==> src/rtl/mem_request_ctrl_pkg.sv <==
// Shared types for the data-request controller.
// The controller state encoding and the default watchdog width live here.
package mem_request_ctrl_pkg;

    localparam int WORD_W    = 32;
    localparam int TMO_W_DEF = 8;

    typedef logic [WORD_W-1:0] word_t;

    typedef enum logic [1:0] {
        ST_IDLE,
        ST_DREQ,
        ST_HALTED
    } state_e;

endpackage

==> src/rtl/mem_request_ctrl_sat_counter.sv <==
// Up-counter with synchronous clear.
// The SAT parameter selects between saturating at all-ones and wrapping.
module sat_counter #(
    parameter int W   = 8,
    parameter bit SAT = 1'b1
) (
    input  logic         clk,
    input  logic         nrst,
    input  logic         inc_i,
    input  logic         clr_i,
    output logic [W-1:0] cnt_o
);

    logic [W-1:0] cnt_q;
    logic [W-1:0] cnt_d;

    always_comb begin
        cnt_d = cnt_q;
        if (clr_i) begin
            cnt_d = '0;
        end else if (inc_i) begin
            if (!(SAT && (&cnt_q))) begin
                cnt_d = cnt_q + 1'b1;
            end
        end
    end

    always_ff @(posedge clk or negedge nrst) begin
        if (!nrst) begin
            cnt_q <= '0;
        end else begin
            cnt_q <= cnt_d;
        end
    end

    assign cnt_o = cnt_q;

endmodule

==> src/rtl/mem_request_ctrl.sv <==
// Data-request controller between the pipeline and the I/D caches.
// Holds data enables, address and store data stable until dhit.
module mem_request_ctrl
    import mem_request_ctrl_pkg::*;
#(
    parameter int ADDR_W = $bits(word_t),
    parameter int DATA_W = $bits(word_t),
    parameter int TMO_W  = TMO_W_DEF,
    parameter int CNT_W  = 16
) (
    input  logic              clk,
    input  logic              nrst,
    input  logic              ihit,
    input  logic              dhit,
    input  logic              memread,
    input  logic              memwrite,
    input  logic [ADDR_W-1:0] daddr_in,
    input  logic [DATA_W-1:0] dstore_in,
    input  logic              halt,
    output logic              imemren,
    output logic              dmemren,
    output logic              dmemwen,
    output logic [ADDR_W-1:0] dmemaddr,
    output logic [DATA_W-1:0] dmemstore,
    output logic              busy,
    output logic              halted,
    output logic              timeout_err,
    output logic              proto_err,
    output logic [CNT_W-1:0]  dreq_cnt,
    output logic [CNT_W-1:0]  stall_cnt
);

    localparam logic [TMO_W-1:0] WD_PRE = {{(TMO_W-1){1'b1}}, 1'b0};

    state_e            state_q;
    logic              ren_q;
    logic              wen_q;
    logic [ADDR_W-1:0] addr_q;
    logic [DATA_W-1:0] store_q;
    logic              tmo_q;
    logic              perr_q;
    logic              hpend_q;

    logic              in_dreq;
    logic              capture;
    logic              done;
    logic              wd_inc;
    logic              wd_clr;
    logic [TMO_W-1:0]  wd_cnt;

    assign in_dreq = (state_q == ST_DREQ);
    assign capture = (state_q == ST_IDLE) && ihit && (memread || memwrite);
    assign done    = in_dreq && dhit;
    assign wd_inc  = in_dreq && !dhit;
    assign wd_clr  = done || capture;

    always_ff @(posedge clk or negedge nrst) begin
        if (!nrst) begin
            state_q <= ST_IDLE;
            ren_q   <= 1'b0;
            wen_q   <= 1'b0;
            addr_q  <= '0;
            store_q <= '0;
            tmo_q   <= 1'b0;
            perr_q  <= 1'b0;
            hpend_q <= 1'b0;
        end else begin
            unique case (state_q)
                ST_IDLE: begin
                    if (dhit) begin
                        perr_q <= 1'b1;
                    end
                    if (capture) begin
                        // Conflicting load+store: the store wins.
                        ren_q   <= memread && !memwrite;
                        wen_q   <= memwrite;
                        addr_q  <= daddr_in;
                        store_q <= dstore_in;
                        hpend_q <= halt;
                        state_q <= ST_DREQ;
                        if (memread && memwrite) begin
                            perr_q <= 1'b1;
                        end
                    end else if (halt) begin
                        state_q <= ST_HALTED;
                    end
                end
                ST_DREQ: begin
                    if (dhit) begin
                        ren_q   <= 1'b0;
                        wen_q   <= 1'b0;
                        hpend_q <= 1'b0;
                        state_q <= (hpend_q || halt) ? ST_HALTED : ST_IDLE;
                    end else begin
                        if (halt) begin
                            hpend_q <= 1'b1;
                        end
                        if (wd_cnt == WD_PRE) begin
                            tmo_q <= 1'b1;
                        end
                    end
                end
                ST_HALTED: begin
                    ren_q <= 1'b0;
                    wen_q <= 1'b0;
                end
                default: begin
                    state_q <= ST_IDLE;
                end
            endcase
        end
    end

    sat_counter #(.W(TMO_W), .SAT(1'b1)) u_wd (
        .clk   (clk),
        .nrst  (nrst),
        .inc_i (wd_inc),
        .clr_i (wd_clr),
        .cnt_o (wd_cnt)
    );

    sat_counter #(.W(CNT_W), .SAT(1'b0)) u_dreq (
        .clk   (clk),
        .nrst  (nrst),
        .inc_i (done),
        .clr_i (1'b0),
        .cnt_o (dreq_cnt)
    );

    sat_counter #(.W(CNT_W), .SAT(1'b1)) u_stall (
        .clk   (clk),
        .nrst  (nrst),
        .inc_i (in_dreq),
        .clr_i (1'b0),
        .cnt_o (stall_cnt)
    );

    assign imemren     = nrst && (state_q != ST_HALTED);
    assign dmemren     = ren_q;
    assign dmemwen     = wen_q;
    assign dmemaddr    = addr_q;
    assign dmemstore   = store_q;
    assign busy        = in_dreq;
    assign halted      = (state_q == ST_HALTED);
    assign timeout_err = tmo_q;
    assign proto_err   = perr_q;

endmodule

==> config.mk <==
export PLATFORM = sky130hd
export DESIGN_NAME = mem_request_ctrl
export DESIGN_NICKNAME = d
export VERILOG_FILES = /design/src/rtl/mem_request_ctrl_pkg.sv /design/src/rtl/mem_request_ctrl_sat_counter.sv /design/src/rtl/mem_request_ctrl.sv
export SDC_FILE = /design/constraint.sdc
export NUM_CORES = 1
export LEC_CHECK = 0
export BUFFER_PORTS_ARGS = -buffer_cell sky130_fd_sc_hd__buf_4
export CAP_MARGIN = 20
export CORE_MARGIN = 4
export CORE_UTILIZATION = 45
export DETAILED_ROUTE_END_ITERATION = 7
export GPL_ROUTABILITY_DRIVEN = 0
export PLACE_DENSITY = 0.88
export RECOVER_POWER = 100
export SYNTH_ARGS = -nofsm -noshare
export SYNTH_HDL_FRONTEND = slang
export SYNTH_SLANG_ARGS = --single-unit
==> constraint.sdc <==
create_clock -name clk -period 1.8 [get_ports clk]
set_input_delay 0.09 -clock clk [delete_from_list [all_inputs] [get_ports clk]]
set_output_delay 0.09 -clock clk [all_outputs]
set_load 0.01 [all_outputs]
### Yosys cells after proc, flatten, opt, wreduce, memory -nomap -nowiden

Cells that the tools add are included.

* flip-flop bits (word level): 111
* input port bits: 71
* output and inout port bits: 103
* word-level logic and storage cells: 71

* $add $sub $neg: 3
* eq/ne operators: 9
* muxes and demuxes: 20
* bitwise gates (word level): 3
* reduce and logical (&&, ||, !) cells: 25

Operator list (number)
* $add 16x1->16 const B: 2
* $mux 8: 3
* $reduce_and 16->1: 1
* $reduce_and 3->1: 4
* $mux 1: 9
* $add 8x1->8 const B: 1
* $eq 8x8->1 const B: 1
* $mux 2: 4
* $reduce_and 8->1: 1
* $logic_and 1x1->1: 7
* $ne 2x2->1 const B: 3
* $ne 3x3->1 const B: 2
* $pmux 1 s3: 2
* $pmux 2 s3: 1
* $reduce_and 2->1: 3
* $reduce_bool 2->1: 2
* $logic_or 1x1->1: 3
* $not 1->1: 3
* $reduce_bool 3->1: 1
* $eq 2x1->1 const B: 1
* $eq 2x2->1 const B: 1
* $logic_not 1->1: 2
* $logic_not 2->1: 1
* $ne 2x1->1 const B: 1
* $pmux 1 s2: 1

### Logic depth before layout (Yosys ltp)

* word-level depth: 6
* mapped depth: 7
* mapped depth without buffers: 6

### Modules after synthesis

From an unflattened synthesis, not the netlist that was laid out.

* cell total of the unflattened synthesis: 419
* area total of the unflattened synthesis: 5238.8 um^2

Modules (own cells, without submodules)
* mem_request_ctrl: times used 1, cells an instance 191, area each 2996.6 um^2
* sat_counter at u_stall: times used 1, cells an instance 98, area each 905.9 um^2
* sat_counter at u_dreq: times used 1, cells an instance 82, area each 872.1 um^2
* sat_counter at u_wd: times used 1, cells an instance 48, area each 464.2 um^2

### Least setup slack after synthesis

Ideal clock, no wire load.

* kind: register -> register
* start: register state_q[1]
* end: register u_stall.cnt_q[14] (netlist: u_stall.cnt_o[14])
* arrival: 1.668 ns
* slack: 0.002 ns
* cell stages (with the launch flop): 6
* buffers on the path: 0
* path through: dfrtp_1 > inv_1 > ha_1 > inv_1 > or4_4 > o41a_1

* cells in the longest elaborated chain, start to end: 2

Ends and longest elaborated chain
* start, declared: RTL line mem_request_ctrl.sv:35 `state_e state_q;`
* start signal, assigned: RTL line mem_request_ctrl.sv:93 `state_q <= (hpend_q || halt) ? ST_HALTED : ST_IDLE;`
* $eq 2x1->1: RTL line mem_request_ctrl.sv:51 `assign in_dreq = (state_q == ST_DREQ);`
* net busy: RTL line mem_request_ctrl.sv:25 `output logic busy,`
* $reduce_and 2->1 (no line)
* end signal, assigned: RTL line mem_request_ctrl_sat_counter.sv:32 `cnt_q <= cnt_d;`
* end, declared: RTL line mem_request_ctrl_sat_counter.sv:14 `logic [W-1:0] cnt_q;`

The timed path passes the listed nets, and every way through them passes these cells.
A chain may end at the register's enable or synchronous reset.

### Worst setup path after layout

* start: register u_stall.cnt_q[1] (netlist: u_stall.cnt_o[1])
* end: register u_stall.cnt_q[4] (netlist: u_stall.cnt_o[4])

* cells in the longest elaborated chain, start to end: 3
* elaborated cells between the ends (all ways): 4

Ends and longest elaborated chain
* parallel branches: the longest is 3 deep, another holds $add 16x1->16

Several ways; the timed one is not identified.

==> out/results.txt <==
Netlist cell types: 40
Commonest non-fill, non-tap cells in the layout: 207 x nand2_1, 111 x dfrtp_1, 102 x clkbuf_1
WP data arrival: 1.99 ns
CORE AREA: 0.0103 sq mm
Total power: 8.81 mW
Syn_nets: 564
Clock Path Buffers: 2
Total routed wirelength: 14.0 mm
# diodes: 0
Drc violations: 0
Final critical-path required period: 1.75 ns
Largest net degree at the start of global routing: 112
Row Count: 37
H-tree depth: 3
Reg2reg path depth: 6
# clock sinks: 111
Worst-Margin Slew: 0.990 ns
#FFs+latches synth: 111
Via count: 4533
Worst slew margin: 0.340
Sequential-to-total area share from yosys stat: 0.587
Crit. End Element: flip-flop
Synth area leader: dfrtp_1
Most used DFF post-synth: dfrtp_1
Dpl hpwl: 9.15 mm
DIE AREA: 0.0122 sq mm
Inserted Clock Buffers: 9
Area contributors post-synth: dfrtp_1 59%, nand2_1 17%, xnor2_1 2.8%
Grt ovf: 0
Mapped Cells: 486
Asr flop ratio synth: 1.00
Filler cells: 834
Max Freq: 571 MHz
Detail-routed via count per cell: 5.08
P per Cell Area: 1270 mW/mm^2
Hold Path Stages: 3
Reported leakage power: 3.47 nW
CTS tree: done
IO Port Bufs: 173
Chip Height: 111 um
Cell area after synthesis: 0.00473 sq mm
Net count, final: 829
Fin. max-slew vios: 0
Area Overhead vs Synth: 47.2%
Layout cells sized above 1: 0.177
Fin crit share: 0.973
Commonest non-fill, non-tap cell in the layout: nand2_1
Flop2flop setup slack: 0.05 ns
Clock Skew: 0.00754 ns
Gr usage total: 0.228
Clock Tree Root: clkbuf_8
Setup violators final: 0
Worst-path clk slew: 0.10 ns
Status: complete, no violations
Starting density of the core: 0.460
ANT nets after route: 0
DR WL/cell: 15.7 um
Avg Cell Area, Syn: 9.73 sq um
Worst skew pair latency: 0.36 ns
Initial DRC count: 296
Final number of hold-violating endpoints: 0
Tightest Hold Check Type: input pin to flip-flop
Setup CP Type: flip-flop to flip-flop
Die Width: 111 um
Vias in the first global route: 4672
Max-Cap Viols: 0
First-pass GRT wire length: 23.0 mm
RSZ-0062 raised after global routing: true
CP startpoint kind: flip-flop
Worst Path Max Fanout: 5
Synth top area share: 0.587
Io pins: 174
Worst vdd ir: 0.715 mV
Setup TNS: 0 ns
WP data required: 2.04 ns
Post-synth EDFFs: 0
Yosys warning total: 0
Initial antenna violation count: 0
DR pass1 iterations: 5
## worst max-delay path, stage by stage, from the launching register on
cell	delay [ns]
dfrtp_1	0.42
ha_4	0.17
nand3_2	0.15
o41ai_4	0.50
clkbuf_4	0.22
nor2_1	0.04
xor2_1	0.14
## metal layers
metal	GRT usage	up-vias	wire length, um
met5	0	-	0
met4	0.0739	0	300
met3	0.0597	31	1030
met2	0.397	205	7130
met1	0.275	2176	5530
li1	-	2121	-
## area by class of cell
type | instances | area (sq um) | area share
inverters | 9 | 33.8 | 0.00485
clock buffers | 11 | 151 | 0.0218
repair buffers | 269 | 1850 | 0.266
well taps | 136 | 170 | 0.0245
clock inverters | 5 | 80.1 | 0.0115
multi-input cells | 351 | 1900 | 0.272
flip-flops and latches | 111 | 2780 | 0.399
## power by group
group,leakage [nW],internal (mW),switching [mW]
logic,1.93,1.29,1.96
clock network,0.112,0.858,0.816
registers,1.43,3.32,0.573
total,3.47,5.46,3.34
## synthesized netlist by cell type (3+ instances only)
cell type and instances:
nand2_1 208, dfrtp_1 111, xnor2_1 15, xor2_1 15, nand3_1 14, nor2_1 13, clkbuf_1 11, nor3_1 10
inv_1 9, and3_1 7, ha_1 7, nand4_1 7, a21oi_1 6, mux2_2 5, and4_1 4, o21ai_0 4
buf_2 3, nor2b_1 3, o211ai_1 3, o2bb2ai_1 3
## repair_timing
action,CTS,global route
resized for setup,0,11
endpoints found under the setup margin,0,13
setup buffers,0,5
endpoints found under the hold margin,175,0
hold buffers,65,0
## through the flow
stage	util	worst slack, ns	std cells	hold WS, ns	area, sq um
detailed placement	0.622	0.0349	806	0.234	6390
CTS	0.708	0.0219	887	0.0103	7270
global placement	0.622	0.107	806	0.222	6390
floorplan	-	0.00243	486	-0.206	4730
finish	0.677	0.0484	892	0.0356	6960
global route	0.677	-0.0672	892	0.0236	6960
## cell families (layout without fill, tap and decap cells)
family	count (synthesis)	count (layout)	share of synthesized area
XOR/XNOR	30	30	0.0556
AO/OA/AOI/OAI	33	33	0.0553
multiplexers	5	5	0.0119
flip-flops	111	111	0.587
AND/OR/NAND/NOR	276	276	0.251
adder cells (fa/ha/maj)	7	7	0.0185
buffers and inverters	24	294	0.0206
## path summary, 6_finish.rpt
check                                    to        startpoint
max                        u_stall.cnt_o[4]  u_stall.cnt_o[1]
min                                 hpend_q              halt
max reg2reg                u_stall.cnt_o[4]  u_stall.cnt_o[1]
min reg2reg                     timeout_err       timeout_err
max in group asynchronous     u_wd.cnt_o[4]              nrst
min in group asynchronous  u_stall.cnt_o[9]              nrst
## flip-flops by register name (all words and copies together) (netlist names)
register and count:
dmemaddr 32, dmemren 1, dmemstore 32, dmemwen 1, hpend_q 1, proto_err 1
state_q 2, timeout_err 1, u_dreq.cnt_o 16, u_stall.cnt_o 16, u_wd.cnt_o 8
(Power assumes the default switching activity.)
